===== src/rtl/min3_seq_pkg.sv =====
// Shared definitions for the three-channel minimum sequencer: the state
// enumeration and the default parameter values.
package min3_seq_pkg;

  typedef enum logic [2:0] {
    S_START = 3'd0,
    S_WAIT  = 3'd1,
    S_CMP1  = 3'd2,
    S_CMP2  = 3'd3,
    S_OUT   = 3'd4,
    S_ACK   = 3'd5
  } state_e;

  localparam int MIN3_W_DEFAULT       = 8;
  localparam int MIN3_TIMEOUT_DEFAULT = 255;

endpackage


===== src/rtl/min2_unit.sv =====
// min2_unit: W-bit unsigned two-input minimum. The strict a<b decision is the
// borrow out of a - b; on a tie the second operand is returned.
module min2_unit #(
  parameter int W = 8
) (
  input  logic [W-1:0] a_i,
  input  logic [W-1:0] b_i,
  output logic [W-1:0] y_o
);

  logic         borrow;
  logic [W-1:0] unused_diff;

  // Only the borrow matters; the difference bits themselves are discarded.
  assign {borrow, unused_diff} = {1'b0, a_i} - {1'b0, b_i};
  assign y_o = borrow ? a_i : b_i;

endmodule


===== src/rtl/min3_sequencer.sv =====
// min3_sequencer: starts three converters with a common soc, waits for all
// three eoc, captures the samples and computes their minimum over two cycles
// through one shared min2_unit, then offers the result to a consumer.
// Optional conversion watchdog: define MIN3_SEQ_TIMEOUT_EN.
//
// Consumer handshake: dav_ (active-low) falls together with a new min and
// stays low until the consumer drives rfd=0; dav_ then rises, and the next
// conversion starts only after rfd has returned to 1. min is valid whenever
// dav_ is low and holds until the next result is computed.
module min3_sequencer
  import min3_seq_pkg::*;
#(
  parameter int W              = MIN3_W_DEFAULT,
  parameter int TIMEOUT_CYCLES = MIN3_TIMEOUT_DEFAULT
) (
  input  logic         clock,
  input  logic         reset_,
  output logic         soc,
  input  logic         eoc1,
  input  logic         eoc2,
  input  logic         eoc3,
  input  logic [W-1:0] x1,
  input  logic [W-1:0] x2,
  input  logic [W-1:0] x3,
  output logic         dav_,
  input  logic         rfd,
  output logic [W-1:0] min,
  output logic         err,
  output state_e       dbg_state
);

  state_e       state_q;
  logic         soc_q;
  logic         dav_n_q;
  logic [W-1:0] x1_q, x2_q, x3_q;
  logic [W-1:0] acc_q;
  logic [W-1:0] min_q;
  logic [W-1:0] cmp_a, cmp_b, cmp_y;
  logic         eoc_all, eoc_none;

  assign eoc_all  = eoc1 & eoc2 & eoc3;
  assign eoc_none = ~(eoc1 | eoc2 | eoc3);

  // Steer the shared comparator: (X1, X2) in the first compare step,
  // (ACC, X3) otherwise; only S_CMP1 and S_CMP2 consume its result.
  always_comb begin
    cmp_a = acc_q;
    cmp_b = x3_q;
    if (state_q == S_CMP1) begin
      cmp_a = x1_q;
      cmp_b = x2_q;
    end
  end

  min2_unit #(.W(W)) u_min2 (
    .a_i (cmp_a),
    .b_i (cmp_b),
    .y_o (cmp_y)
  );

`ifdef MIN3_SEQ_TIMEOUT_EN
  localparam int CNT_W = $clog2(TIMEOUT_CYCLES + 1);
  localparam logic [CNT_W-1:0] CNT_LAST = CNT_W'(TIMEOUT_CYCLES - 1);

  logic [CNT_W-1:0] cnt_q;
  logic             err_q;
  logic             idle_st;
  logic             idle_exit;

  // Only the two waiting states are watched; leaving them clears the count.
  assign idle_st   = (state_q == S_START) || (state_q == S_WAIT);
  assign idle_exit = ((state_q == S_START) && soc_q && eoc_none) ||
                     ((state_q == S_WAIT) && eoc_all);
  assign err       = err_q;
`else
  // The watchdog parameter stays referenced when the counter is compiled out.
  logic [$clog2(TIMEOUT_CYCLES + 1)-1:0] unused_timeout;
  assign unused_timeout = '0;
  assign err            = 1'b0;
`endif

  // Sequencer FSM; every output and datapath register is loaded on the
  // same edge as the state transition that produces it.
  always_ff @(posedge clock or negedge reset_) begin
    if (!reset_) begin
      state_q <= S_START;
      soc_q   <= 1'b0;
      dav_n_q <= 1'b1;
      x1_q    <= '0;
      x2_q    <= '0;
      x3_q    <= '0;
      acc_q   <= '0;
      min_q   <= '0;
`ifdef MIN3_SEQ_TIMEOUT_EN
      cnt_q   <= '0;
      err_q   <= 1'b0;
`endif
    end else begin
      case (state_q)
        S_START: begin
          // soc must have been seen high with all converters idle.
          if (soc_q && eoc_none) begin
            soc_q   <= 1'b0;
            state_q <= S_WAIT;
          end else begin
            soc_q <= 1'b1;
          end
        end
        S_WAIT: begin
          if (eoc_all) begin
            x1_q    <= x1;
            x2_q    <= x2;
            x3_q    <= x3;
            state_q <= S_CMP1;
          end
        end
        S_CMP1: begin
          acc_q   <= cmp_y;
          state_q <= S_CMP2;
        end
        S_CMP2: begin
          min_q   <= cmp_y;
          dav_n_q <= 1'b0;
          state_q <= S_OUT;
        end
        S_OUT: begin
          if (!rfd) begin
            dav_n_q <= 1'b1;
            state_q <= S_ACK;
          end
        end
        S_ACK: begin
          if (rfd) begin
            state_q <= S_START;
          end
        end
        default: begin
          state_q <= S_START;
        end
      endcase
`ifdef MIN3_SEQ_TIMEOUT_EN
      // Watchdog overrides the stay-put decision of the waiting states.
      if (idle_st && !idle_exit) begin
        if (cnt_q == CNT_LAST) begin
          err_q   <= 1'b1;
          soc_q   <= 1'b0;
          state_q <= S_START;
          cnt_q   <= '0;
        end else begin
          cnt_q <= cnt_q + CNT_W'(1);
        end
      end else begin
        cnt_q <= '0;
      end
`endif
    end
  end

  assign soc       = soc_q;
  assign dav_      = dav_n_q;
  assign min       = min_q;
  assign dbg_state = state_q;

endmodule

===== config.mk =====
export PLATFORM = sky130hd
export DESIGN_NAME = min3_sequencer
export DESIGN_NICKNAME = d
export VERILOG_FILES = /design/src/rtl/min3_seq_pkg.sv /design/src/rtl/min2_unit.sv /design/src/rtl/min3_sequencer.sv
export SDC_FILE = /design/constraint.sdc
export NUM_CORES = 1
export LEC_CHECK = 0
export CAP_MARGIN = 20
export CORE_AREA = 5 5 77 79
export DETAILED_ROUTE_END_ITERATION = 7
export DIE_AREA = 0 0 82 84
export DONT_BUFFER_PORTS = 1
export PLACE_DENSITY_LB_ADDON = 0.3
export SLEW_MARGIN = 20
export SYNTH_ARGS = -nofsm -noshare
export SYNTH_HDL_FRONTEND = slang
export SYNTH_SLANG_ARGS = --single-unit

===== constraint.sdc =====
create_clock -name clock -period 8.3 [get_ports clock]
set_input_delay 2.49 -clock clock [delete_from_list [all_inputs] [get_ports clock]]
set_output_delay 2.49 -clock clock [all_outputs]
set_load 0.03 [all_outputs]

* Word-level counts from Yosys, hierarchy flattened
Index checks and enable logic that the tools add are counted.
** Storage, ports and cells
- Register bits :: 45
- Word-level logic and storage cells :: 40
- Output and inout port bits :: 14
- Input bits :: 30
** Operators by class
- Multiplexer cells :: 11
- Reductions and logical operators :: 6
- Add/sub/neg operators :: 1
- Bitwise operators :: 5
- Equality and inequality tests :: 9
** Operators by type and width (count)
- $mux W8 :: 3
- $pmux W3 S6 :: 1
- $mux W3 :: 4
- $sub A8 B8 Y9 :: 1
- $ne A2 B2 Y1 const B :: 4
- $eq A3 B2 Y1 const B :: 2
- $eq A3 B3 Y1 const B :: 2
- $reduce_and A2 Y1 :: 2
- $reduce_and A4 Y1 :: 1
- $eq A3 B1 Y1 const B :: 1
- $logic_not A3 Y1 :: 1
- $and A1 B1 Y1 :: 2
- $mux W1 :: 2
- $or A1 B1 Y1 :: 2
- $pmux W1 S2 :: 1
- $reduce_bool A2 Y1 :: 1
- $logic_and A1 B1 Y1 :: 1
- $not A1 Y1 :: 1

* Logic depth before layout (Yosys ltp)
- Depth after elaboration :: 6
- Depth in mapped cells :: 12
- Depth with buffers taken out :: 8

* Hierarchy
From an unflattened synthesis, not the netlist that was laid out.
** Unflattened totals
- Cells, all modules :: 211
- Area, all modules :: 2316.0 µm²
** Modules (own cells, without submodules)
- min3_sequencer :: area an instance 2038.2 µm², instances 1, seq. area each 1127.3 µm², cells each 179
- min2_unit :: area an instance 277.8 µm², instances 1, seq. area each 0.0 µm², cells each 32

* Least setup slack after synthesis
No wires, ideal clock.
- Path type :: input -> register
- Start point :: input eoc3
- End point :: register x1_q[0]
- Data arrival time :: 3.479 ns
- Path slack :: 4.696 ns
- Stages :: 4
- Setup time :: 0.125 ns
- Buffers on the path :: 1
- Required time :: 8.175 ns
- Cell sequence :: nand3_1 > nor3_2 > buf_2 > mux2_2
** On the way
- Longest elaborated chain between the ends :: 2
** RTL lines
- start: declaration :: RTL line min3_sequencer.sv:21 : input logic eoc3,
- $and A1 B1 Y1 :: RTL line min3_sequencer.sv:41 : assign eoc_all = eoc1 & eoc2 & eoc3;
- $reduce_and A2 Y1 (no source line)
- end signal: assignment :: RTL line min3_sequencer.sv:89 : x1_q <= '0;
- end signal: assignment :: RTL line min3_sequencer.sv:111 : x1_q <= x1;
- end: declaration :: RTL line min3_sequencer.sv:35 : logic [W-1:0] x1_q, x2_q, x3_q;
Every way passes these cells.
A chain may end at the register's enable or synchronous reset.

* Final worst setup path
- Start point :: register state_q[1], in the netlist dbg_state[1]
- End point :: register acc_q[1]
** On the way
- Longest elaborated chain between the ends :: 4
- Elaborated cells on any way between the ends :: 5
- Those cells by class :: add/sub: 1; eq/ne: 1; mux: 3
** RTL lines
- start: declaration :: RTL line min3_sequencer.sv:32 : state_e state_q;
- start signal: assignment :: RTL line min3_sequencer.sv:86 : state_q <= S_START;
- start signal: assignment :: RTL line min3_sequencer.sv:104 : state_q <= S_WAIT;
- start signal: assignment :: RTL line min3_sequencer.sv:114 : state_q <= S_CMP1;
- $eq A3 B2 Y1 * :: RTL line min3_sequencer.sv:49, min3_sequencer.sv:99
- $mux W8 :: RTL line min3_sequencer.sv:49 : if (state_q == S_CMP1) begin
- $sub A8 B8 Y9 :: RTL line min2_unit.sv:15 : assign {borrow, unused_diff} = {1'b0, a_i} - {1'b0, b_i};
- $mux W8 :: RTL line min2_unit.sv:16 : assign y_o = borrow ? a_i : b_i;
- end signal: assignment :: RTL line min3_sequencer.sv:118 : acc_q <= cmp_y;
- end: declaration :: RTL line min3_sequencer.sv:36 : logic [W-1:0] acc_q;
Mark *: on every way between the ends. The rest lies on a longest branch, timed or not.

==> metrics.sh <==
TIGHTEST_HOLD_CHECK_TYPE='flip-flop to flip-flop'
POST_SYNTH_SIMPLE_GATE_AREA_PCT=11.62
CP_CELL_SEQUENCE='nor3b_4 -> buf_4 -> mux2_2 -> ha_1 -> a211oi_1 -> o21bai_1 -> a211oi_2 -> buf_4 -> mux2i_1 -> a21oi_1'
DIEWIDTH_UM=82
CTS_ROOT_BUFFER='sky130_fd_sc_hd__clkbuf_8'
HTREE_LEVELS=2
GRT_USE_TOTAL_PCT=13.13
CTS_HOLD_BUFFERS=0
SYNTH_TOP_FAMILY_BY_AREA='multiplexers'
PORTION_OF_NETLIST_AREA_OCCUPIED_BY_MUX_CELLS_PCT=23.07
SYNTHESIS.NETS=230
WORST_SLEW_MARGIN_REL_PCT=29.03
TNS_NS=0
DETAIL_ROUTE.ITER0.VIOLATIONS=81
SYNTH_TOP_CELLS_BY_AREA='sky130_fd_sc_hd__dfrtp_1 (49%), sky130_fd_sc_hd__mux2_2 (16%), sky130_fd_sc_hd__mux2i_1 (7.6%)'
SYNTH_TOP_AREA_SHARE_PCT=48.92
REG2REG_SETUP_SLACK_NS=4.33
CRITICAL_SETUP_PATH_CLASS='flip-flop to flip-flop'
WORSTHOLDENDPOINT='x3_q[2]'
CLOCK_LATENCY_NS=0.29
POWERDENSITY_mW_PER_MM2=429.8
WORSTSETUPPATHDEPTH=10
CTS_BUFFERS=5
YS_SEQ_AREA_SHARE_PCT=50.08
POWER_W=0.001031
STATUS='complete, no violations'
ROW_COUNT=27
WORSTPATHMAXFANOUT=31
TIMING.RR.START='dbg_state[1]'
POSTSYNTHAREAPERCELL_UM2=11.66
IOPINCOUNT=44
SYN_INST=193
CRIT_PATH_END_KIND='flip-flop'
START_UTIL_PCT=42.71
POWER_LEAKAGE_nW=1.014
CLK_PIN_SLEW_WORST_SETUP_HOLD_PATHS_NS=0.08
CTS_TREE='yes'
FIN_CRIT_SH_PCT=47.79
CELL_MODE_ON_CRITICAL_PATH='sky130_fd_sc_hd__buf_4'
IRDROPWORSTVDD_V=0.0002440
CLOCK_TREE_SKEW_AFTER_FINAL_LAYOUT_NS=0.006074
LAYOUT_COMMONEST_CELL='sky130_fd_sc_hd__dfrtp_1'
XOR_XNOR_CELL_AREA_SHARE_OF_THE_YOSYS_NETLIST_PCT=0
PATH_BUF_INV=2
YOSYS.AREA_SHARE.ADDER_PCT=3.891
GRT_PASS1_WL_UM=7010
DP.FINAL_HPWL_UM=2953
INSERTEDDIODECOUNT=0
FINAL_ROUTED_WIRE_LENGTH_DIVIDED_BY_CELL_COUNT_UM=15.74
SYNTHESIS.YOSYS.WARNINGS=0
DRIVE_ABOVE_1_SHARE_PCT=23.56
ROUTED_WL_UM=4139
SYNTH_TOP_AREA_CELL='sky130_fd_sc_hd__dfrtp_1'
IO_BUFFER_COUNT=0
TIMING.FINAL.HOLD_VIOLATIONS=0
DIE_HEIGHT_UM=84
AREA.GROWTH.SYNTH_TO_FINAL_PCT=6.559
START_KIND='flip-flop'
YOSYS_REGISTER_BITS=45
TIMING.RR.END='acc_q[1]'
PLACE_CONGESTION=0.7562
CP_TOP_FAMILY='compound AO/OA/AOI/OAI gates'
SYN-CELL-AREA_MM2=0.002251
NUMBER_OF_ANTENNA_VIOLATIONS_AT_THE_FIRST_CHECK_IN_GLOBAL_ROUTING=0
POST_CTS.REPAIR.SETUP_BUFFERS=0
WHS_NS=0.5101
MAX_CLOCK_FREQ_MHz=252.1
CTS_SINKS=45
GRT_PASS1_VIAS=1475
GRT_MAX_DEGREE=46
DRC_ERRORS=0
DRTPASS1ITERATIONS=4
COMMONEST_CELLS_AFTER_ROUTING_FILL_AND_TAPS_ASIDE='sky130_fd_sc_hd__dfrtp_1 (44), sky130_fd_sc_hd__mux2_2 (31), sky130_fd_sc_hd__mux2i_1 (17), sky130_fd_sc_hd__a21oi_1 (15), sky130_fd_sc_hd__nor2_1 (14)'
GRT_SETUP_UNREPAIRED='no'
TOTAL_NUMBER_OF_VIAS=1385
CP.REQUIRED_NS=8.46
R2R_CELLS=10
TIMING.FINAL.CRIT_PERIOD_NS=3.966
HOLD_PATH_STARTPOINT='x3_q[2]'
CLOCK_PATH_BUFFERS=2
MAXSLEWVIOLCOUNT=0
WORST_PIN_SLEW_NS=1.061
MAX_CAP_VIOL_COUNT=0
CRITICAL-PATH-MAX-STAGE-DELAY_NS=0.75
COMPLEX_GATE_FRACTION_OF_THE_SYNTHESIZED_AREA_PCT=8.116
FINAL_NET_COUNT=227
DIE_AREA_MM2=0.006888
WORSTHOLDPATHCELLS=1
FINALSETUPVIOLATIONS=0
CTSRESIZECOUNT=0
CRITICAL_PATH_DATA_ARRIVAL_TIME_NS=4.13
REMAINING_GLOBAL_ROUTE_OVERFLOW=0
FINAL_CORE_UTILIZATION_PCT=45.51
DRTANTENNAVIOLNETS=0
MASTER_OF_THE_SLOWEST_INSTANCE_ON_THE_CRITICAL_PATH='sky130_fd_sc_hd__dfrtp_1'
AVGVIACOUNTPERCELL=5.266
SYNTHDISTINCTLIBCELLS=30
CORE_AREA_MM2=0.005270
FILLERINSTANCES=511
==> worst max-delay path by stage <==
stage | endpoint | start
after floorplan | x1_q[0] | eoc3
after global placement | x1_q[7] | eoc3
after detailed placement | x3_q[7] | eoc3
after CTS | acc_q[3] | dbg_state[1]
after global routing | acc_q[7] | dbg_state[1]
final | acc_q[1] | dbg_state[1]
==> routing by layer <==
metal | share of wire, % | up-vias | wire (um) | GRT usage [%]
li1 | - | 683 | - | -
met1 | 42 | 670 | 1755 | 17.17
met2 | 49 | 27 | 2042 | 19.54
met3 | 7.1 | 5 | 295 | 5.292
met4 | 1.1 | 0 | 44 | 4.381
met5 | 0 | - | 0 | 0
==> Yosys cell counts <==
| cell | count |
|---|---|
| sky130_fd_sc_hd__a211o_1 | 3 |
| sky130_fd_sc_hd__a211oi_1 | 1 |
| sky130_fd_sc_hd__a211oi_2 | 1 |
| sky130_fd_sc_hd__a21oi_1 | 15 |
| sky130_fd_sc_hd__and2_1 | 1 |
| sky130_fd_sc_hd__and3_1 | 3 |
| sky130_fd_sc_hd__buf_2 | 4 |
| sky130_fd_sc_hd__buf_4 | 4 |
| sky130_fd_sc_hd__clkbuf_1 | 4 |
| sky130_fd_sc_hd__conb_1 | 1 |
| sky130_fd_sc_hd__dfrtp_1 | 44 |
| sky130_fd_sc_hd__dfstp_2 | 1 |
| sky130_fd_sc_hd__ha_1 | 7 |
| sky130_fd_sc_hd__inv_1 | 1 |
| sky130_fd_sc_hd__mux2_2 | 31 |
| sky130_fd_sc_hd__mux2i_1 | 17 |
| sky130_fd_sc_hd__nand2_1 | 8 |
| sky130_fd_sc_hd__nand2b_1 | 5 |
| sky130_fd_sc_hd__nand3_1 | 7 |
| sky130_fd_sc_hd__nand4_1 | 1 |
| sky130_fd_sc_hd__nor2_1 | 14 |
| sky130_fd_sc_hd__nor2b_1 | 3 |
| sky130_fd_sc_hd__nor3_1 | 5 |
| sky130_fd_sc_hd__nor3_2 | 1 |
| sky130_fd_sc_hd__nor3b_4 | 1 |
| sky130_fd_sc_hd__nor4b_1 | 1 |
| sky130_fd_sc_hd__o211ai_1 | 4 |
| sky130_fd_sc_hd__o21ai_0 | 3 |
| sky130_fd_sc_hd__o21bai_1 | 1 |
| sky130_fd_sc_hd__o32ai_1 | 1 |
==> power breakdown <==
| part | total (W) | switching, W | internal, W |
|---|---|---|---|
| clock network | 0.000147 | 0.0000722 | 0.0000753 |
| logic | 0.000430 | 0.000214 | 0.000216 |
| registers | 0.000454 | 0.000131 | 0.000322 |
| total | 0.00103 | 0.000418 | 0.000613 |
==> flip-flops by register name (all words and copies together) (netlist names) <==
register / cells
acc_q: 8
min: 8
x1_q: 8
x2_q: 8
x3_q: 8
dbg_state: 3
dav_: 1
soc: 1
==> area by class of cell <==
type / count / area, um^2 / area share [%]
clock inverters: 1 / 5.005 / 0.2087
flip-flops and latches: 45 / 1127 / 47.00
multi-input cells: 135 / 1061 / 44.24
repair buffers: 2 / 15.01 / 0.6260
well taps: 72 / 90.09 / 3.756
inverters: 1 / 3.754 / 0.1565
clock buffers: 7 / 96.34 / 4.017
==> cells by family (layout without fill, tap and decap cells) <==
group | after synthesis | count (layout)
compound gates | 29 | 29
simple gates | 50 | 50
fa+ha+maj | 7 | 7
other cells | 1 | 1
mux | 48 | 48
buf+inv | 13 | 11
flops | 45 | 45
==> through the flow <==
stage | area [um^2] | std cells | worst slack (ns)
2_1_floorplan | 2251 | 193 | 4.696
3_3_place_gp | 2297 | 255 | 4.265
3_5_place_dp | 2297 | 255 | 4.193
4_1_cts | 2399 | 263 | 4.294
5_1_grt | 2399 | 263 | 3.977
6_report | 2399 | 263 | 4.334
Power figures use the tool's default switching activity.
